### config.mk
export PLATFORM = sky130hd
export DESIGN_NAME = debug_data_sender
export DESIGN_NICKNAME = d
export VERILOG_FILES = /design/src/rtl/debug_data_sender.sv
export SDC_FILE = /design/constraint.sdc
export NUM_CORES = 1
export LEC_CHECK = 0
export CAP_MARGIN = 20
export CORE_MARGIN = 8
export CORE_UTILIZATION = 45
export CTS_BUF_LIST = sky130_fd_sc_hd__clkbuf_8
export DETAILED_ROUTE_END_ITERATION = 7
export GPL_TIMING_DRIVEN = 0
export PLACE_DENSITY = 0.95
export RECOVER_POWER = 100
export SLEW_MARGIN = 40
export SYNTH_ARGS = -nofsm -noshare
export SYNTH_HDL_FRONTEND = slang
export SYNTH_SLANG_ARGS = --single-unit
### constraint.sdc
create_clock -name clk -period 3.3 [get_ports clk]
set_clock_uncertainty 0.1 [all_clocks]
set_input_delay 0.495 -clock clk [delete_from_list [all_inputs] [get_ports clk]]
set_output_delay 0.495 -clock clk [all_outputs]
set_load 0.01 [all_outputs]
### src/rtl/debug_data_sender.sv
// ---------------------------------------------------------------------------
// debug_data_sender
//
// Purpose:
//   Streams a snapshot of the processor's debug state to a byte-wide UART
//   transmitter while the debug control FSM holds send_flag_i high.
//   The frame is: PC, cycle count, every register-file word, then data-memory
//   words 0..DM_DEPTH-1. Each word goes out MSB byte first. The block drives
//   the register-file and data-memory debug read ports itself. It pulses
//   send_done_o once the transmitter has finished the last byte.
//
// Ports:
//   clk            system clock
//   reset          asynchronous, active-high reset
//   send_flag_i    level request from the control FSM
//   pc_value_i     current PC, sampled when the PC word is loaded
//   cycle_count_i  executed-cycle counter, sampled when its word is loaded
//   rf_addr_o      register-file debug read address (registered)
//   rf_data_i      register-file read data, valid one cycle after rf_addr_o
//   dm_addr_o      data-memory debug read address, word index (registered)
//   dm_data_i      data-memory read data, valid one cycle after dm_addr_o
//   tx_start_o     one-cycle byte request to the UART transmitter
//   tx_data_o      byte to send, held from tx_start_o until the next send
//   tx_done_i      one-cycle pulse from the transmitter, byte finished
//   send_done_o    one-cycle pulse, whole frame finished
// ---------------------------------------------------------------------------
module debug_data_sender #(
    parameter int NBITS     = 32,
    parameter int RF_DEPTH  = 32,
    parameter int RF_ADDR_W = 5,
    parameter int DM_DEPTH  = 32,
    parameter int DM_ADDR_W = 32
) (
    input  logic                 clk,
    input  logic                 reset,
    input  logic                 send_flag_i,
    input  logic [NBITS-1:0]     pc_value_i,
    input  logic [NBITS-1:0]     cycle_count_i,
    output logic [RF_ADDR_W-1:0] rf_addr_o,
    input  logic [NBITS-1:0]     rf_data_i,
    output logic [DM_ADDR_W-1:0] dm_addr_o,
    input  logic [NBITS-1:0]     dm_data_i,
    output logic                 tx_start_o,
    output logic [7:0]           tx_data_o,
    input  logic                 tx_done_i,
    output logic                 send_done_o
);

    localparam int BYTES = NBITS / 8;
    localparam int TOTAL = 2 + RF_DEPTH + DM_DEPTH;
    localparam int WW    = (TOTAL > 1) ? $clog2(TOTAL) : 1;
    localparam int BW    = (BYTES > 1) ? $clog2(BYTES) : 1;

    localparam logic [WW-1:0] W_LAST     = WW'(TOTAL - 1);
    localparam logic [WW-1:0] W_RF_FIRST = WW'(2);
    localparam logic [WW-1:0] W_DM_FIRST = WW'(2 + RF_DEPTH);
    localparam logic [BW-1:0] B_LAST     = BW'(BYTES - 1);

    typedef enum logic [2:0] {
        ST_IDLE,
        ST_FETCH,
        ST_LOAD,
        ST_SEND,
        ST_WAIT,
        ST_DONE,
        ST_HOLD
    } state_t;

    state_t                 state_q,    state_d;
    logic [WW-1:0]          wordIdx_q,  wordIdx_d;
    logic [BW-1:0]          byteCnt_q,  byteCnt_d;
    logic [NBITS-1:0]       shift_q,    shift_d;
    logic [RF_ADDR_W-1:0]   rfAddr_q,   rfAddr_d;
    logic [DM_ADDR_W-1:0]   dmAddr_q,   dmAddr_d;
    logic                   txStart_q,  txStart_d;
    logic [7:0]             txData_q,   txData_d;
    logic                   sendDone_q, sendDone_d;
    logic [NBITS-1:0]       selWord;

    // Word selected by the current word index. By the LOAD cycle the
    // addresses issued on entry to FETCH have produced their read data.
    always_comb begin
        selWord = dm_data_i;
        if (wordIdx_q == '0) begin
            selWord = pc_value_i;
        end else if (wordIdx_q == WW'(1)) begin
            selWord = cycle_count_i;
        end else if (wordIdx_q < W_DM_FIRST) begin
            selWord = rf_data_i;
        end
    end

    // Frame sequencing: next state, word/byte counters and shift register.
    // The final word leaves the word index parked at its last value so it
    // can never wrap; only IDLE clears it for the next frame.
    always_comb begin
        state_d   = state_q;
        wordIdx_d = wordIdx_q;
        byteCnt_d = byteCnt_q;
        shift_d   = shift_q;
        case (state_q)
            ST_IDLE: begin
                if (send_flag_i) begin
                    wordIdx_d = '0;
                    byteCnt_d = '0;
                    state_d   = ST_FETCH;
                end
            end
            ST_FETCH: begin
                state_d = ST_LOAD;
            end
            ST_LOAD: begin
                shift_d = selWord;
                state_d = ST_SEND;
            end
            ST_SEND: begin
                state_d = ST_WAIT;
            end
            ST_WAIT: begin
                if (tx_done_i) begin
                    shift_d = shift_q << 8;
                    if (byteCnt_q != B_LAST) begin
                        byteCnt_d = byteCnt_q + BW'(1);
                        state_d   = ST_SEND;
                    end else begin
                        byteCnt_d = '0;
                        if (wordIdx_q != W_LAST) begin
                            wordIdx_d = wordIdx_q + WW'(1);
                            state_d   = ST_FETCH;
                        end else begin
                            state_d = ST_DONE;
                        end
                    end
                end
            end
            ST_DONE: begin
                state_d = ST_HOLD;
            end
            ST_HOLD: begin
                if (!send_flag_i) begin
                    state_d = ST_IDLE;
                end
            end
            default: begin
                state_d = ST_IDLE;
            end
        endcase
    end

    // Output next-values are decoded from the next state so every output
    // comes straight from a flop. Addresses are issued on entry to FETCH,
    // so the memories' one-cycle read latency lands exactly in LOAD; the
    // memory not addressed by the current word is parked at 0.
    always_comb begin
        rfAddr_d   = rfAddr_q;
        dmAddr_d   = dmAddr_q;
        txData_d   = txData_q;
        txStart_d  = (state_d == ST_SEND);
        sendDone_d = (state_d == ST_DONE);
        if (state_d == ST_FETCH) begin
            rfAddr_d = '0;
            dmAddr_d = '0;
            if ((wordIdx_d >= W_RF_FIRST) && (wordIdx_d < W_DM_FIRST)) begin
                rfAddr_d = RF_ADDR_W'(wordIdx_d - W_RF_FIRST);
            end else if (wordIdx_d >= W_DM_FIRST) begin
                dmAddr_d = DM_ADDR_W'(wordIdx_d - W_DM_FIRST);
            end
        end
        if (state_d == ST_SEND) begin
            txData_d = shift_d[NBITS-1 -: 8];
        end
    end

    // State and output registers; reset aborts any frame in progress.
    always_ff @(posedge clk or posedge reset) begin
        if (reset) begin
            state_q    <= ST_IDLE;
            wordIdx_q  <= '0;
            byteCnt_q  <= '0;
            shift_q    <= '0;
            rfAddr_q   <= '0;
            dmAddr_q   <= '0;
            txStart_q  <= 1'b0;
            txData_q   <= '0;
            sendDone_q <= 1'b0;
        end else begin
            state_q    <= state_d;
            wordIdx_q  <= wordIdx_d;
            byteCnt_q  <= byteCnt_d;
            shift_q    <= shift_d;
            rfAddr_q   <= rfAddr_d;
            dmAddr_q   <= dmAddr_d;
            txStart_q  <= txStart_d;
            txData_q   <= txData_d;
            sendDone_q <= sendDone_d;
        end
    end

    assign rf_addr_o   = rfAddr_q;
    assign dm_addr_o   = dmAddr_q;
    assign tx_start_o  = txStart_q;
    assign tx_data_o   = txData_q;
    assign send_done_o = sendDone_q;

endmodule
==> impl_metrics.csv <==
group,metric,value,unit
sta,rsz0062_at_grt,"false",
grt,grt-ovfl-total,0,
clocking,clkSinkCount,67,
drt,vias,4419,
synth,synth_fp_nets,581,
sta,timing.setup.tns,0,ns
sta,min_period,3.11,ns
critical_path,crit_chain,"clkdlybuf4s50_1 -> nor2_1 -> nor3_2 -> o21ai_2 -> a21o_1 -> inv_1 -> ha_1 -> inv_1 -> a311oi_2 -> nand2_2 -> a311oi_2 -> o31ai_1",
cells_and_area,nets,771,
pwr,switching_power,0.00190,W
critical_path,critPathLaunch,"send_flag_i",
floorplan,coreArea,9240,um^2
sta,finalSetupViolations,0,
outcome,status,"completed",
drt,drt-pass1-iter-count,5,
grt,grt.total_usage,22.6,%
min_path,hp-class,"flop to flop",
critical_path,crit_path_end_kind,"flop",
pwr,power_frac_seq,29.5,%
pwr,internal-power,0.00275,W
synth,yosysSeqAreaShare,39.3,%
placed_design,portBuffers,178,
cells_and_area,utilization,69.1,%
pwr,ir_drop,431,uV
synth,synth_async_sr_flop_share,100,%
synth,ys_warn_count,0,
floorplan,die_w,113,um
cells_and_area,layout_commonest_cell,"clkdlybuf4s50_1",
clocking,root_buffer,"clkbuf_8",
clocking,htree_levels,3,
clocking,cts_buffers,9,
sta,slew_viol_final,0,
grt,grt_pass1_wl,23.4,mm
clocking,post_cts_buffers,0,
synth,syn_inst,444,
cells_and_area,fillers,648,
pwr,leakagePower,2.94,nW
drt,wl,14.7,mm
grt,grt_pass1_vias,4737,
cells_and_area,multi_input_area,2130,um^2
sta,finalCritPeriodShare,94.3,%
sta,finalHoldViolations,0,
cells_and_area,seqCellArea,1680,um^2
cells_and_area,mostFrequentLayoutCells,"153 x clkdlybuf4s50_1, 66 x dfrtp_1, 42 x nor2_1, 34 x a21oi_1, 33 x mux2i_1",
drt,wl_per_cell,19.1,um
drt,drt.antenna.violating_nets,0,
floorplan,num_io_pins,179,
clocking,clock_latency,0.34,ns
cells_and_area,area_delta_synth_final,49.6,%
sta,maxSlewHeadroom,30.1,%
pwr,power.total,0.00464,W
critical_path,timing.rr.start,"wordIdx_q[5]",
pwr,swShare,40.9,%
grt,grt_max_degree,46,
min_path,hold_path_startpoint,"dm_addr_o[6]",
pwr,pwr-share-comb,55.4,%
critical_path,max_stage_delay,0.53,ns
placed_design,dp_hpwl,11.6,mm
pwr,power_density,728,nW/um^2
clocking,cts-hold-fix-buffers,0,
floorplan,die_h,113,um
critical_path,critical_path_arrival,3.22,ns
drt,drc,0,
run,cap_violations,0,
cells_and_area,insertedDiodeCount,0,
floorplan,rows,35,
drt,vias_per_cell,5.75,
synth,synth_edf_count,0,
critical_path,critPathRequiredTime,3.41,ns
sta,setup_ws,0.187,ns
floorplan,dieArea,12900,um^2
drt,drt_iter0_markers,256,
synth,synth_top_flop_cell,"dfrtp_1",
sta,worstMarginPinSlew,1.04,ns
clocking,clk_pin_slew,0.07,ns
clocking,ctsResizeCount,0,
cells_and_area,drive_gt1_share,12.4,%
clocking,clockBufferDepth,2,
synth,syn_area,4270,um^2
synth,ys_ff_latch,67,
placed_design,place_ws,-0.180,ns
critical_path,cp_max_fo,8,
cells_and_area,finalNonFillerCells,768,
placed_design,gp_congestion,0.900,
placed_design,dp_cells,752,
floorplan,initial_core_util,46.2,%
critical_path,critPathKind,"input pin to flop",
sta,max_freq,0.321,GHz
grt,antenna_found_initial,0,
clocking,cts_tree,"built",
synth,syn_avg_cell_area,9.61,um^2
critical_path,cp-start-kind,"input pin",
pwr,p_clk_share,15.1,%
critical_path,slowest_stage,"clkdlybuf4s50_1",
synth,synth.distinct_cells,63,
[critical path, delay by kind of cell]
family          cells  cell delay, ns
compound gates      5            1.30
simple gates        3            0.60
fa+ha+maj           1            0.16
buf+inv             3            0.68
[power groups by stage]
stage	Sequential [W]	Clock, W	Combinational, W
floorplan	0.00137	0	0.00173
global placement	0.00136	0	0.00256
detailed placement	0.00138	0	0.00267
CTS	0.00137	0.000700	0.00269
global route	0.00140	0.000737	0.00280
finish	0.00137	0.000700	0.00258
[cell usage after synthesis, drive strengths merged (8+ instances only)]
cell type   n  area share, %
nand2      21            1.9
buf        40            7.1
o21ai      32            3.8
mux2        8            2.1
a211oi     24            4.2
clkbuf     16            1.4
dfrtp      67             39
inv        18            1.6
a22o       11            2.3
nor2       42            3.7
mux2i      33            7.7
a221o       8            1.9
a21oi      34            4.3
a22oi      16            2.8
[state kept, by name (all words and copies together) (netlist names)]
| register | count |
|---|---|
| byteCnt_q | 2 |
| tx_start_o | 1 |
| shift_q | 32 |
| tx_data_o | 8 |
| dm_addr_o | 8 |
| state_q | 3 |
| send_done_o | 1 |
| wordIdx_q | 7 |
| rf_addr_o | 5 |
[cell families (layout without fill, tap and decap cells)]
group	count (synthesis)	count (layout)	synth area share (%)
xor+xnor	1	1	0.205
fa+ha+maj	5	5	1.47
compound gates	159	159	28.1
buf+inv	74	269	10.1
simple gates	97	97	10.9
flops	67	67	39.3
mux	41	41	9.85
[routing by layer]
metal	vias up	GRT usage [%]	part of all wire [%]	routed length [um]
li1	2004	-	-	-
met1	2119	22.9	36	5350
met2	250	41.2	51	7500
met3	46	7.61	9.1	1330
met4	0	10.4	3.2	476
met5	-	0	0	0
[through the flow]
step | area [um^2] | hold slack (ns)
2_1_floorplan | 4270 | 0.356
3_3_place_gp | 6210 | 0.362
3_5_place_dp | 6230 | 0.366
4_1_cts | 6440 | 0.361
5_1_grt | 6380 | 0.394
6_report | 6380 | 0.371
[layout make-up]
type / count / share of cell area [%]
flip-flops and latches: 67 / 26.3
clock inverters: 5 / 0.823
plain buffers: 56 / 5.47
well taps: 129 / 2.53
inverters: 18 / 1.08
repair buffers: 179 / 28.0
multi-input cells: 303 / 33.4
clock buffers: 11 / 2.37
[worst paths after layout]
path | cells past startpoint | endpoint | slack (ns)
setup / recovery | 12 | rf_addr_o[3] | 0.19
hold / removal | 2 | dm_addr_o[6] | 0.37
setup reg to reg | 12 | rf_addr_o[3] | 0.19
hold reg to reg | 2 | dm_addr_o[6] | 0.37
max in group asynchronous | 3 | shift_q[2] | 0.90
min in group asynchronous | 2 | dm_addr_o[2] | 0.68
No activity file was read; power rests on OpenSTA's default activity.
